===== src/rtl/cnn_pkg.sv =====
// cnn_pkg: shared window-walker state and geometry helpers for the CNN datapath
package cnn_pkg;

    typedef enum logic {RUN, DONE} win_state_t;

    function automatic int last_pos(input int dim, input int k, input int stride);
        return ((dim - k) / stride) * stride;
    endfunction

    function automatic int start_addr(input int w, input int k);
        return (k - 1) * w + k - 1;
    endfunction

endpackage


===== src/rtl/cnn_win_addr_gen.sv =====
// cnn_win_addr_gen: counts written pixels and walks a KxK window, flagging when its last pixel is resident
module cnn_win_addr_gen
    import cnn_pkg::*;
#(
    parameter int IMG_W        = 28,
    parameter int IMG_H        = 28,
    parameter int K            = 3,
    parameter int STRIDE       = 1,
    parameter int PIX_PER_WORD = 8,
    parameter int AW           = $clog2(IMG_W * IMG_H + 1)
) (
    input  logic          clk,
    input  logic          rst,
    input  logic          frame_clr,
    input  logic          wr_en,
    input  logic          win_adv,
    output logic [AW-1:0] addr_wr,
    output logic [AW-1:0] addr_rd,
    output logic [AW-1:0] win_row,
    output logic [AW-1:0] win_col,
    output logic          win_rdy,
    output logic          frame_done,
    output logic          ovf
);

    localparam logic [AW-1:0] LAST_COL = AW'(last_pos(IMG_W, K, STRIDE));
    localparam logic [AW-1:0] LAST_ROW = AW'(last_pos(IMG_H, K, STRIDE));
    localparam logic [AW-1:0] START    = AW'(start_addr(IMG_W, K));
    localparam logic [AW-1:0] STEP     = AW'(STRIDE);
    localparam logic [AW-1:0] ROW_STEP = AW'(STRIDE * IMG_W - last_pos(IMG_W, K, STRIDE));
    localparam logic [AW-1:0] WORD     = AW'(PIX_PER_WORD);
    localparam logic [AW-1:0] FULL     = AW'(IMG_W * IMG_H);

    if (K < 1 || K > IMG_W || K > IMG_H) begin : g_bad_k
        $error("cnn_win_addr_gen: K must satisfy 1 <= K <= min(IMG_W, IMG_H)");
    end
    if (STRIDE != 1 && STRIDE != 2) begin : g_bad_stride
        $error("cnn_win_addr_gen: STRIDE must be 1 or 2");
    end
    if (PIX_PER_WORD < 1 || (IMG_W * IMG_H) % PIX_PER_WORD != 0) begin : g_bad_word
        $error("cnn_win_addr_gen: IMG_W*IMG_H must be a multiple of PIX_PER_WORD");
    end

    win_state_t state, state_nxt;
    logic       adv, last_win;

    assign adv      = win_adv && win_rdy;
    assign last_win = win_col >= LAST_COL && win_row >= LAST_ROW;

    always_ff @(posedge clk or posedge rst) begin
        if (rst) begin
            addr_wr <= '0;
            ovf     <= 1'b0;
        end else if (frame_clr) begin
            addr_wr <= '0;
            ovf     <= 1'b0;
        end else if (wr_en) begin
            if (addr_wr == FULL) ovf <= 1'b1;
            else addr_wr <= addr_wr + WORD;
        end
    end

    // addr_rd tracks the bottom-right pixel incrementally, so no multiplier is needed
    always_ff @(posedge clk or posedge rst) begin
        if (rst) begin
            win_row <= '0;
            win_col <= '0;
            addr_rd <= START;
        end else if (frame_clr) begin
            win_row <= '0;
            win_col <= '0;
            addr_rd <= START;
        end else if (adv && win_col < LAST_COL) begin
            win_col <= win_col + STEP;
            addr_rd <= addr_rd + STEP;
        end else if (adv && win_row < LAST_ROW) begin
            win_col <= '0;
            win_row <= win_row + STEP;
            addr_rd <= addr_rd + ROW_STEP;
        end
    end

    always_ff @(posedge clk or posedge rst) begin
        if (rst) state <= RUN;
        else state <= state_nxt;
    end

    always_comb state_nxt = frame_clr ? RUN : (adv && last_win) ? DONE : state;

    always_comb begin
        win_rdy    = state == RUN && addr_rd < addr_wr;
        frame_done = state == DONE;
    end

endmodule


===== config.mk =====
export PLATFORM = sky130hd
export DESIGN_NAME = cnn_win_addr_gen
export DESIGN_NICKNAME = d
export VERILOG_FILES = /design/src/rtl/cnn_pkg.sv /design/src/rtl/cnn_win_addr_gen.sv
export SDC_FILE = /design/constraint.sdc
export NUM_CORES = 1
export LEC_CHECK = 0
export ABC_AREA = 1
export CELL_PAD_IN_SITES_DETAIL_PLACEMENT = 1
export CELL_PAD_IN_SITES_GLOBAL_PLACEMENT = 1
export CORE_UTILIZATION = 41
export DETAILED_ROUTE_END_ITERATION = 8
export PLACE_DENSITY_LB_ADDON = 0.1
export REMOVE_ABC_BUFFERS = 1
export SKIP_CTS_REPAIR_TIMING = 1
export SYNTH_ARGS = -nofsm -noshare
export SYNTH_HDL_FRONTEND = slang
export SYNTH_SLANG_ARGS = --single-unit

===== constraint.sdc =====
create_clock -name clk -period 4.3 [get_ports clk]
set_input_delay 1.075 -clock clk [delete_from_list [all_inputs] [get_ports clk]]
set_output_delay 1.075 -clock clk [all_outputs]
set_load 0.02 [all_outputs]

==> results.yml <==
outcome:
  outcome: "finished, final reports clean"
clocking:
  cts_buffer_depth: 2
  h-tree-depth: 2
  cts_num_sinks: 39
  cts-root-buf: "clkbuf_8"
  cts_tree: "built"
  cts.clk_slew.worst_paths_ns: 0.07
  cts_buffers: 5
  clk_latency_ns: 0.29
power_and_ir_drop:
  leakagePower_nw: 1.46
  power_w: 0.00143
  irDropWorstVdd_mv: 0.264
  pwr_density_cell_nw_per_um2: 468
synth:
  synth-seq-cells: 39
  syn_area_um2: 2450
  synth-seq-area-share: 0.400
  postSynthCellCount: 319
  synth_area_per_cell_um2: 7.69
  synth.distinct_cells: 34
  synth_warnings: 0
worst_setup_path:
  path_max_fanout: 5
  cp-startpoint: "addr_wr[5]"
  rr_worst_depth: 15
  cp.arrival_ns: 2.30
  reg2reg_setup_slack_ns: 1.45
  crit_path_end_kind: "primary output"
  required_ns: 3.22
  reg2reg_from: "addr_wr[9]"
  cp-start-kind: "flop"
  r2r_end: "addr_rd[8]"
  crit_type: "reg2out"
global_routing:
  grt_max_degree: 24
  grt_pass1_vias: 2285
  antenna_found_initial: 0
  grt-ovfl-total: 0
  grt_pass1_wl_um: 10700
  grt_use_total: 0.222
route:
  first_pass_iters: 4
  first_iter_violations: 81
  drt-vias-per-instance: 5.05
  wl_per_cell_um: 14.0
  routed_wl_um: 6150
  drc: 0
  vias: 2217
  drtAntennaViolNets: 0
timing:
  rsz0062_at_grt: "no"
  finalClockSkew_ns: 0.00320
  setup_viol: 0
  relSlewSlack: 0.470
  fmax_mhz: 296
  slew_viol_final: 0
  worst_pin_slew_ns: 0.794
  hold_violations: 0
  fin_tns_setup_ns: 0
  fin_crit_ns: 3.38
  period_share: 0.786
place:
  gp_congestion: 0.764
  dp_hpwl_um: 4600
  io_buffers: 44
cells_and_area:
  diodes: 0
  area_growth_pct: 24.9
  n_fill_cell: 698
  drive_above_1_share: 0.0954
  multiInputGateArea_um2: 1220
  register_area_um2: 981
  num-nets-final: 387
min_path:
  hold_start: "win_col[9]"
  min_path_cells: 2
  worstHoldPathType: "reg2reg"
  hold_path_end: "win_col[9]"
floorplanning:
  coreArea_um2: 5640
  start_util: 0.435
  row_count: 27
  die_y_um: 79.4
  io_pins: 48
  fp.dieArea_um2: 6300
  die_w_um: 79.4
job:
  maxCapViolCount: 0
-- placed cells by master (no fill, tap or decap), types with 7 or more instances in the layout --
cell and count:
nor2_1 28, nand3_1 24, o21ai_0 12, xor2_1 7, ha_1 15, clkbuf_8 7
inv_1 48, dfrtp_1 35, nand4_1 14, a21oi_1 10, nand2_1 74, clkdlybuf4s50_1 44
-- Yosys cell counts --
library cell,n,area (um2)
nor4_1,1,6.26
nor2_1,28,105
nand3_1,24,120
inv_1,48,180
or2_2,2,12.5
nand4_4,1,21.3
o31ai_1,1,7.51
inv_2,3,11.3
a21oi_2,1,8.76
nor3_1,5,25.0
xnor2_1,1,8.76
fa_1,1,20.0
conb_1,1,3.75
clkbuf_1,2,7.51
nand3_2,2,20.0
dfrtp_1,35,876
and3_1,1,6.26
nand2_1,74,278
buf_2,4,20.0
buf_4,5,37.5
a21oi_1,10,50.1
o21ai_1,6,30.0
nand3b_1,1,7.51
xor2_1,7,61.3
nor2_4,1,11.3
dfstp_2,4,105
nand4_1,14,87.6
nand2_2,2,12.5
o21ai_2,1,8.76
ha_1,15,188
nor2_2,4,25.0
nor3_2,1,10.0
o21ai_0,12,60.1
nor4_4,1,21.3
-- power by group --
group          switching (W)  leakage (nW)  internal (W)
clock network       0.000128        0.0515      0.000147
registers          0.0000838         0.523      0.000429
logic               0.000390         0.887      0.000256
total               0.000602          1.46      0.000832
-- through the flow --
stage	instances	utilization	hold WS, ns	cell area [um2]	setup slack (ns)
after global placement	431	0.525	0.496	2960	1.16
after CTS	439	0.543	0.524	3060	0.893
after detailed placement	431	0.525	0.513	2960	1.10
after floorplan	310	-	0.545	2400	1.63
after global routing	439	0.543	0.553	3060	0.746
final	439	0.543	0.520	3060	0.921
-- critical path, cell delays in order, from the launching register on --
cell and delay, ns:
dfrtp_1 0.44, inv_1 0.14, ha_1 0.35, nand2_1 0.07, inv_1 0.05, nand2_1 0.06, nand2_1 0.05, nand2_1 0.06
nand4_1 0.12, inv_1 0.08, clkdlybuf4s50_1 0.60
-- layout make-up --
cell class                      instances  share of cell area
Clock buffer                            8              0.0327
Inverter                               51              0.0625
Multi-Input combinational cell        220               0.399
Sequential cell                        39               0.320
Tap cell                               72              0.0294
Timing Repair Buffer                   49               0.156
-- sequential cells by signal, summed over array words and instances, names as in the netlist --
register    cells
frame_done      1
addr_wr         7
win_col        10
addr_rd        10
ovf             1
win_row        10
-- worst max-delay path by stage --
stage / end / slack, ns / cells past startpoint
2_1_floorplan: addr_rd[8] / 1.63 / 15
3_3_place_gp: addr_rd[8] / 1.16 / 11
3_5_place_dp: addr_rd[8] / 1.10 / 11
4_1_cts: win_rdy / 0.89 / 10
5_1_grt: win_rdy / 0.75 / 10
6_report: win_rdy / 0.92 / 10
-- routing by layer --
metal / vias up / part of all wire / track usage
li1: 1109 / - / -
met1: 1068 / 0.46 / 0.270
met2: 36 / 0.51 / 0.391
met3: 4 / 0.025 / 0.0517
met4: 0 / 0.0085 / 0.0545
met5: - / 0 / 0
-- logic make-up (layout without fill, tap and decap cells) --
group                      Yosys count  count (layout)  share of synthesized area
adders and majority gates           16              16                     0.0847
AOI/OAI and AO/OA                   31              31                     0.0673
other                                1               3                    0.00153
and+or+nand+nor                    162             162                      0.314
DFF                                 39              39                      0.400
buffers and inverters               62             108                      0.105
xor gates and xnor gates             8               8                     0.0286
(Power assumes the default switching activity.)
